<file path="src/rtl/spi_pkg.sv">
// Shared constants for the SPI master arbiter slice.
// Holds the default packet width and requester count, the write-bit position
// inside an emesh packet, and the requester-ID width helper (clog2 of N).
package spi_pkg;

  localparam int unsigned N_DEF  = 2;
  localparam int unsigned PW_DEF = 104;
  localparam int unsigned WR_BIT = 0;

  // Requester-ID width; N is at least 2, so this never collapses to zero.
  function automatic int unsigned id_width(input int unsigned n);
    return (n < 2) ? 1 : $clog2(n);
  endfunction

endpackage

</file>
<file path="src/rtl/spi_arb_idfifo.sv">
// Outstanding-read ID FIFO: remembers which requester issued each read so the
// SPI readback can be routed back in issue order.
// Ports:
//   clk, nreset       clock, async active-low reset (FIFO empties on reset)
//   push, din         write an ID (ignored while full)
//   pop               drop the head ID (ignored while empty)
//   full, empty       occupancy flags
//   head              ID at the head of the FIFO
module spi_arb_idfifo #(
  parameter int unsigned W     = 1,
  parameter int unsigned DEPTH = 4
) (
  input  logic         clk,
  input  logic         nreset,
  input  logic         push,
  input  logic [W-1:0] din,
  input  logic         pop,
  output logic         full,
  output logic         empty,
  output logic [W-1:0] head
);

  localparam int unsigned AW = (DEPTH < 2) ? 1 : $clog2(DEPTH);
  localparam int unsigned CW = AW + 1;

  logic [W-1:0]  mem [DEPTH];
  logic [AW-1:0] wr_ptr;
  logic [AW-1:0] rd_ptr;
  logic [CW-1:0] count;
  logic          do_push;
  logic          do_pop;

  assign do_push = push & ~full;
  assign do_pop  = pop & ~empty;
  assign full    = (count == CW'(DEPTH));
  assign empty   = (count == '0);
  assign head    = mem[rd_ptr];

  // Pointers and occupancy; power-of-2 depth lets pointers wrap naturally.
  always_ff @(posedge clk or negedge nreset) begin
    if (!nreset) begin
      wr_ptr <= '0;
      rd_ptr <= '0;
      count  <= '0;
    end else begin
      if (do_push) wr_ptr <= wr_ptr + AW'(1);
      if (do_pop)  rd_ptr <= rd_ptr + AW'(1);
      case ({do_push, do_pop})
        2'b10:   count <= count + CW'(1);
        2'b01:   count <= count - CW'(1);
        default: count <= count;
      endcase
    end
  end

  // Storage needs no reset: entries are only read while counted valid.
  always_ff @(posedge clk) begin
    if (do_push) mem[wr_ptr] <= din;
  end

endmodule

</file>
<file path="src/rtl/spi_master_arb.sv">
// Arbitrates N emesh requesters onto one SPI master register port and routes
// SPI readbacks to the requester that issued each read.
// Build option: define SPI_ARB_FIXED_PRIO_EN for lowest-index-wins priority;
// default build is round-robin starting after the last granted requester.
// Ports:
//   clk, nreset                    clock, async active-low reset
//   req_access/req_packet/req_wait requester side (packet i at [i*PW +: PW])
//   spi_access/spi_packet/spi_wait registered request toward the SPI master
//   rsp_access/rsp_packet/rsp_wait readback from the SPI master
//   ret_access/ret_packet/ret_wait readback toward requesters (one-hot access)
//   orphan                         sticky: readback arrived with nothing outstanding
module spi_master_arb
  import spi_pkg::*;
#(
  parameter int unsigned N     = N_DEF,
  parameter int unsigned PW    = PW_DEF,
  parameter int unsigned DEPTH = 4
) (
  input  logic            clk,
  input  logic            nreset,
  input  logic [N-1:0]    req_access,
  input  logic [N*PW-1:0] req_packet,
  output logic [N-1:0]    req_wait,
  output logic            spi_access,
  output logic [PW-1:0]   spi_packet,
  input  logic            spi_wait,
  input  logic            rsp_access,
  input  logic [PW-1:0]   rsp_packet,
  output logic            rsp_wait,
  output logic [N-1:0]    ret_access,
  output logic [PW-1:0]   ret_packet,
  input  logic [N-1:0]    ret_wait,
  output logic            orphan
);

  localparam int unsigned ID_W = id_width(N);

  logic [PW-1:0]   pkt [N];
  logic [N-1:0]    eligible;
  logic            slot_free;
  logic            gnt_valid;
  logic [ID_W-1:0] gnt_idx;
  logic            fifo_full;
  logic            fifo_empty;
  logic [ID_W-1:0] head;
  logic            push;
  logic            pop;

  // Reads need a free ID slot to be eligible; writes never do.
  for (genvar i = 0; i < int'(N); i++) begin : g_req
    assign pkt[i]      = req_packet[i*PW +: PW];
    assign eligible[i] = req_access[i] & (pkt[i][WR_BIT] | ~fifo_full);
  end

  assign slot_free = ~spi_access | ~spi_wait;

`ifdef SPI_ARB_FIXED_PRIO_EN
  // Lowest-index eligible requester wins.
  always_comb begin
    gnt_valid = 1'b0;
    gnt_idx   = '0;
    for (int unsigned k = 0; k < N; k++) begin
      if (!gnt_valid && slot_free && eligible[ID_W'(k)]) begin
        gnt_valid = 1'b1;
        gnt_idx   = ID_W'(k);
      end
    end
  end
`else
  logic [ID_W-1:0] last_grant;
  int unsigned     cand;

  // Round-robin: search from last_grant+1, wrapping N-1 -> 0.
  always_comb begin
    gnt_valid = 1'b0;
    gnt_idx   = '0;
    cand      = 0;
    for (int unsigned k = 1; k <= N; k++) begin
      cand = (32'(last_grant) + k) % N;
      if (!gnt_valid && slot_free && eligible[ID_W'(cand)]) begin
        gnt_valid = 1'b1;
        gnt_idx   = ID_W'(cand);
      end
    end
  end

  // Reset to N-1 so requester 0 is searched first.
  always_ff @(posedge clk or negedge nreset) begin
    if (!nreset)        last_grant <= ID_W'(N - 1);
    else if (gnt_valid) last_grant <= gnt_idx;
  end
`endif

  // Only the granted requester sees its pushback drop.
  always_comb begin
    req_wait = '1;
    if (gnt_valid) req_wait[gnt_idx] = 1'b0;
  end

  assign push = gnt_valid & ~pkt[gnt_idx][WR_BIT];
  assign pop  = rsp_access & ~fifo_empty & ~ret_wait[head];

  // Request slot and sticky orphan flag.
  always_ff @(posedge clk or negedge nreset) begin
    if (!nreset) begin
      spi_access <= 1'b0;
      orphan     <= 1'b0;
    end else begin
      if (slot_free)                 spi_access <= gnt_valid;
      if (rsp_access && fifo_empty)  orphan     <= 1'b1;
    end
  end

  // Packet payload is don't-care out of reset; it only loads on a grant.
  always_ff @(posedge clk) begin
    if (gnt_valid) spi_packet <= pkt[gnt_idx];
  end

  // Readback routing to the oldest outstanding reader; dropped when empty.
  always_comb begin
    ret_access = '0;
    if (rsp_access && !fifo_empty) ret_access[head] = 1'b1;
  end

  assign rsp_wait   = ~fifo_empty & ret_wait[head];
  assign ret_packet = rsp_packet;

  spi_arb_idfifo #(
    .W     (ID_W),
    .DEPTH (DEPTH)
  ) u_idfifo (
    .clk    (clk),
    .nreset (nreset),
    .push   (push),
    .din    (gnt_idx),
    .pop    (pop),
    .full   (fifo_full),
    .empty  (fifo_empty),
    .head   (head)
  );

endmodule

</file>
<file path="config.mk">
export PLATFORM = sky130hd
export DESIGN_NAME = spi_master_arb
export DESIGN_NICKNAME = d
export VERILOG_FILES = /design/src/rtl/spi_pkg.sv /design/src/rtl/spi_arb_idfifo.sv /design/src/rtl/spi_master_arb.sv
export SDC_FILE = /design/constraint.sdc
export NUM_CORES = 1
export LEC_CHECK = 0
export ABC_AREA = 1
export BUFFER_PORTS_ARGS = -buffer_cell sky130_fd_sc_hd__buf_4
export CAP_MARGIN = 10
export CORE_AREA = 4 4 204 206
export CTS_BUF_LIST = sky130_fd_sc_hd__clkbuf_2
export DETAILED_ROUTE_END_ITERATION = 10
export DIE_AREA = 0 0 208 210
export PLACE_DENSITY = 0.37
export SETUP_SLACK_MARGIN = 0.3
export SYNTH_ARGS = -nofsm -noshare
export SYNTH_HDL_FRONTEND = slang
export SYNTH_SLANG_ARGS = --single-unit
</file>
<file path="constraint.sdc">
create_clock -name clk -period 6.6 [get_ports clk]
set_input_delay 0.66 -clock clk [delete_from_list [all_inputs] [get_ports clk]]
set_output_delay 0.66 -clock clk [all_outputs]
set_load 0.02 [all_outputs]
</file>
==> impl_metrics.json, run 1 <==
{
  "outcome": "completed",
  "hold_path_depth": 3,
  "powerDensity_nw_per_um2": 306.3,
  "syn_avg_cell_area_um2": 9.517,
  "final_core_util": 0.2236,
  "leakage_nw": 4.227,
  "crit_chain": "nor2_4, nand3_2, nand2_2, nor2_4, nand2_4, buf_4, nand2_1, buf_4",
  "final_antenna_net_count": 0,
  "syn-cell-area_um2": 6015,
  "ys_seq_area_frac": 0.5810,
  "setup_viol": 0,
  "finalPower_mw": 2.715,
  "layout.nets": 1219,
  "crit_fanout": 69,
  "dieWidth_um": 208,
  "fp.dieArea_um2": 43680,
  "drive_above_1_share": 0.4077,
  "final_area_um2": 8865,
  "cts_resized": 0,
  "max_freq_ghz": 0.2644,
  "syn_to_final_growth_pct": 47.39,
  "antenna_found_initial": 1,
  "crit_family": "simple AND/OR/NAND/NOR gates",
  "cts_setup_buffers": 0,
  "portBuffers": 326,
  "slowest_delay_ns": 0.70,
  "start_util": 0.1517,
  "period_share": 0.5730,
  "routedWlPerCell_um": 19.66,
  "rsz0062_at_grt": "no",
  "start_kind": "flip-flop",
  "hold_ws_ns": 0.1805,
  "hold_violations": 0,
  "finalSetupTns_ns": 0,
  "busiest_layer": "met2",
  "critPathBufInv": 2,
  "use_met2": 0.2200,
  "clock_path_buffers": 2,
  "cts_buffers": 17,
  "cts_tree": "yes",
  "dr.pass1.iters": 4,
  "vias": 5046,
  "tightest_slew_ns": 0.8814,
  "clockRootBuffer": "clkbuf_2",
  "cp.depth": 8,
  "grt_pass1_wl_um": 38480,
  "dp_hpwl_um": 22680,
  "critical-path-slowest-cell": "buf_4",
  "maxCapViolCount": 0,
  "cp.required_ns": 5.94,
  "path_clk_slew_ns": 0.20,
  "gp_congestion": 0.8645,
  "placedInstanceArea_um2": 8250,
  "drt_wl_total_um": 28130,
  "end_kind": "primary output",
  "yosysWarningCount": 0,
  "synth-seq-cells": 118,
  "hp-class": "input pin to flip-flop",
  "use_met3": 0.07799,
  "grt_use_total": 0.1232,
  "row_count": 73,
  "worstPathArrival_ns": 3.12,
  "vias_per_cell": 3.526,
  "die_height_um": 210,
  "grt_start_max_net_pins": 70,
  "drt-initial-drc-count": 249,
  "synthCells": 632,
  "use_met1": 0.1173,
  "drv_slew": 0,
  "pin_count": 535,
  "clock-sinks": 118,
  "fin_crit_ns": 3.782,
  "core-area_um2": 39640,
  "finClkSkew_ns": 0.03470,
  "worstSetupPathType": "flip-flop to primary output",
  "relSlewSlack": 0.4124,
  "yosysUniqueCellTypes": 26,
  "irDropWorstVdd_mv": 0.08904,
  "grt-ovfl-total": 0,
  "r2r_cells": 9,
  "drc": 0,
  "htree_num_levels": 4,
  "syn-num-nets": 958,
  "grt_pass1_vias": 5140,
  "insertion_delay_ns": 0.73
}
==> tightest hold or removal path, delay by kind of cell <==
kind,cells,cell delay [ns]
simple gates,2,0.10
buf+inv,1,0.08
==> sequential cells by signal, summed over array words and instances, names as in the netlist <==
| register | count |
|---|---|
| spi_access | 1 |
| spi_packet | 104 |
| u_idfifo.wr_ptr | 2 |
| last_grant | 1 |
| u_idfifo.mem | 4 |
| u_idfifo.count | 3 |
| orphan | 1 |
| u_idfifo.rd_ptr | 2 |
==> metal layers <==
metal	wire length, µm	part of all wire	up-vias
li1	-	-	2421
met1	9168	0.33	2247
met2	14730	0.52	342
met3	3696	0.13	36
met4	533	0.019	0
met5	0	0	-
==> timing repair <==
item,4_1_cts,5_1_grt
hold buffers,38,0
endpoints found under the hold margin,37,0
setup endpoints to repair,0,0
==> synthesized netlist by cell type <==
cell type | number | area share
a21oi_1 | 3 | 0.0025
a21oi_2 | 1 | 0.0015
a31o_2 | 1 | 0.0015
buf_2 | 9 | 0.0075
buf_4 | 111 | 0.14
buf_6 | 1 | 0.0019
clkbuf_1 | 5 | 0.0031
dfrtp_1 | 9 | 0.037
dfstp_2 | 1 | 0.0044
edfxtp_1 | 108 | 0.54
fa_1 | 1 | 0.0033
ha_1 | 5 | 0.010
inv_1 | 18 | 0.011
inv_2 | 1 | 0.00062
nand2_1 | 332 | 0.21
nand2_2 | 1 | 0.0010
nand2_4 | 1 | 0.0019
nand3_1 | 3 | 0.0025
nand3_2 | 3 | 0.0050
nand3b_1 | 1 | 0.0012
nand4_1 | 2 | 0.0021
nor2_1 | 5 | 0.0031
nor2_4 | 2 | 0.0037
o21ai_0 | 4 | 0.0033
xnor2_1 | 2 | 0.0029
xor2_1 | 2 | 0.0029
==> per-stage QoR <==
step                worst slack, ns  std cells
floorplan                     1.151        632
global placement              3.260       1361
detailed placement            3.247       1361
CTS                           2.519       1430
global route                  2.416       1431
finish                        2.818       1431
==> logic make-up after synthesis <==
| logic type | count (synthesis) | synth area share |
|---|---|---|
| and+or+nand+nor | 350 | 0.2278 |
| DFF | 118 | 0.5810 |
| buffers and inverters | 145 | 0.1629 |
| adders and majority gates | 6 | 0.01373 |
| AOI/OAI and AO/OA | 9 | 0.008737 |
| xor gates and xnor gates | 4 | 0.005826 |
==> cell type report <==
type | count | area, µm²
antenna | 1 | 2.502
clock buffer | 19 | 95.09
clock inverter | 12 | 136.4
fill | 4414 | 30780
inverter | 19 | 73.82
multi-input combinational | 369 | 1548
sequential | 118 | 3495
tap | 525 | 656.9
timing repair buffer | 368 | 2858
==> report_power, final <==
group          internal, mW  leakage, nW  switching, mW
registers              1.06         1.18         0.0746
clock network         0.206        0.142          0.301
logic                 0.417         2.91          0.657
==> worst paths after layout <==
check                                                    from                       end  slack (ns)
worst max-delay path            u_idfifo.count[1]$_DFFE_PN0P_               req_wait[0]        2.82
min in group asynchronous                              nreset    spi_access$_DFFE_PN0P_        0.27
worst min register to register         last_grant$_DFFE_PN1N_    last_grant$_DFFE_PN1N_        0.50
worst min-delay path                            req_packet[7]   spi_packet[7]$_DFFE_PN_        0.18
max in group asynchronous                              nreset    last_grant$_DFFE_PN1N_        6.10
worst max register to register  u_idfifo.count[1]$_DFFE_PN0P_  spi_packet[54]$_DFFE_PN_        3.28
==> cells in the final DEF, fill, tap and decap left out, types with 4 or more instances in the layout <==
master         count
dfrtp_1            9
o21ai_0            4
buf_4            330
clkbuf_2          19
ha_1               5
edfxtp_1         108
nand2_1          332
inv_1             18
dlygate4sd3_1     38
clkinv_2           4
nor2_1             5
(Power assumes the default switching activity.)
==> run 2, diff against run 1 <==
--- a/config.mk
+++ b/config.mk
@@ -12,7 +12,7 @@
 export CTS_BUF_LIST = sky130_fd_sc_hd__clkbuf_2
 export DETAILED_ROUTE_END_ITERATION = 10
 export DIE_AREA = 0 0 208 210
-export PLACE_DENSITY = 0.37
+export PLACE_DENSITY = 0.38
 export SETUP_SLACK_MARGIN = 0.3
 export SYNTH_ARGS = -nofsm -noshare
 export SYNTH_HDL_FRONTEND = slang
==> constraint.sdc (replaced) <==
create_clock -name clk -period 3.2 [get_ports clk]
set_input_delay 0.32 -clock clk [delete_from_list [all_inputs] [get_ports clk]]
set_output_delay 0.32 -clock clk [all_outputs]
set_load 0.02 [all_outputs]
==> impl_metrics.json, run 2 (synthesis gave the netlist of run 1 again) <==
{
  "powerDensity_nw_per_um2": 569.6,
  "period_share": 0.8307,
  "finalSetupTns_ns": 0,
  "vias_per_cell": 3.572,
  "clock_path_buffers": 2,
  "cts_buffers": 17,
  "syn_to_final_growth_pct": 78.05,
  "insertion_delay_ns": 0.75,
  "setup_viol": 0,
  "maxCapViolCount": 0,
  "finalPower_mw": 6.100,
  "dp_slack_ns": 0.7901,
  "die_height_um": 210,
  "relSlewSlack": 0.5812,
  "row_count": 73,
  "crit_fanout": 51,
  "cp.required_ns": 2.88,
  "fin_crit_ns": 2.658,
  "layout.nets": 1397,
  "stdcell_count": 1610,
  "tightest_slew_ns": 0.6283,
  "hp-class": "input pin to flip-flop",
  "cts_setup_buffers": 0,
  "worstSetupPathType": "flip-flop to primary output",
  "final_cell_mix": "nand2_1, buf_4, dlygate4sd3_1",
  "rsz0062_at_grt": "yes",
  "r2r_end": "spi_packet[25]$_DFFE_PN_",
  "grt_start_max_net_pins": 109,
  "worstPathArrival_ns": 2.34,
  "drt-initial-drc-count": 203,
  "grt_pass1_wl_um": 40990,
  "r2r-start": "u_idfifo.count[1]$_DFFE_PN0P_",
  "grt_use_total": 0.1289,
  "finClkSkew_ns": 0.04904,
  "clockRootBuffer": "clkbuf_2",
  "cts_tree": "yes",
  "clock-sinks": 118,
  "htree_num_levels": 4,
  "hold_ws_ns": 0.1959,
  "startpoint": "u_idfifo.count[1]$_DFFE_PN0P_",
  "drc": 0,
  "drt_wl_total_um": 29980,
  "final_area_um2": 10710,
  "vias": 5751,
  "r2r_cells": 9,
  "outcome": "completed",
  "path_clk_slew_ns": 0.16,
  "final_antenna_net_count": 0,
  "max_freq_ghz": 0.3762,
  "dpl.cell_count": 1361,
  "end_kind": "primary output",
  "portBuffers": 326,
  "leakage_nw": 5.008,
  "crit_end": "req_wait[0]",
  "final_common_cell": "nand2_1",
  "setup_slack_ns": 0.5419,
  "irDropWorstVdd_mv": 0.2135,
  "placedInstanceArea_um2": 8280,
  "gp_congestion": 0.8576,
  "core-area_um2": 39640,
  "largest_reg_flops": 104,
  "drive_above_1_share": 0.3441,
  "dp_hpwl_um": 22970,
  "start_util": 0.1517,
  "hold_violations": 0,
  "drv_slew": 0,
  "routedWlPerCell_um": 18.62,
  "dr.pass1.iters": 4,
  "final_core_util": 0.2702,
  "grt_pass1_vias": 5867,
  "rrSetupSlack_ns": 0.73,
  "antenna_found_initial": 1,
  "regMostFlops": "spi_packet",
  "start_kind": "flip-flop",
  "grt-ovfl-total": 0,
  "dieWidth_um": 208,
  "largestRegisters": "spi_packet x104, u_idfifo.mem x4, u_idfifo.count x3",
  "pin_count": 535,
  "fp.dieArea_um2": 43680
}
## run 2: cell types whose count changed in the layout (fill, tap and decap cells not counted), moves of 2 or more
cell	change
dlygate4sd3_1	+177
buf_4	-4
buf_6	+3
clkinv_4	+3
clkinv_2	-2
## run 2: layout make-up
| type | instances | area (µm²) |
|---|---|---|
| diodes | 1 | 2.502 |
| clock buffers | 18 | 90.09 |
| clock inverters | 14 | 160.2 |
| fillers | 4226 | 28930 |
| inverters | 19 | 73.82 |
| multi-input cells | 369 | 1553 |
| flip-flops and latches | 118 | 3495 |
| well taps | 525 | 656.9 |
| repair buffers | 546 | 4678 |
## run 2: how the worst min path moves through the flow
stage | start | endpoint | slack (ns) | depth (start not counted)
detailed placement | nreset | u_idfifo.count[2]$_DFFE_PN0P_ | 0.17 | 1
CTS | req_access[0] | u_idfifo.wr_ptr[1]$_DFFE_PN0P_ | 0.007 | 6
finish | req_access[0] | u_idfifo.wr_ptr[0]$_DFFE_PN0P_ | 0.20 | 5
global placement | nreset | spi_access$_DFFE_PN0P_ | 0.17 | 1
global route | req_access[0] | u_idfifo.wr_ptr[0]$_DFFE_PN0P_ | 0.07 | 6
floorplan | nreset | orphan$_DFFE_PN0P_ | 0.02 | 0
## run 2: per-layer routing
metal | track usage | wire length, µm
met1 | 0.1132 | 9285
met2 | 0.2416 | 16100
met3 | 0.07724 | 3794
met4 | 0.04689 | 796
met5 | 0 | 0
## run 2: power breakdown
| group | switching (mW) | internal [mW] | total [mW] |
|---|---|---|---|
| Sequential | 0.155 | 2.18 | 2.34 |
| Combinational | 1.43 | 1.26 | 2.68 |
| Clock | 0.649 | 0.430 | 1.08 |
| Total | 2.23 | 3.87 | 6.10 |
## run 2: repair_timing
action                                  4_1_cts  5_1_grt
hold buffers                                215        0
gates resized for setup                       1        3
endpoints found under the setup margin        2        2
endpoints found under the hold margin       124        0
cloned                                        0        1
pin swaps                                     0        0
## run 2: critical path, cell delays in order, from the launching register on
cell and delay, ns:
dfrtp_1 0.45, nor2_4 0.19, nand3_2 0.08, nand2_2 0.12
nor2_4 0.05, nand2_4 0.09, buf_6 0.35, nand2_1 0.09
buf_4 0.17
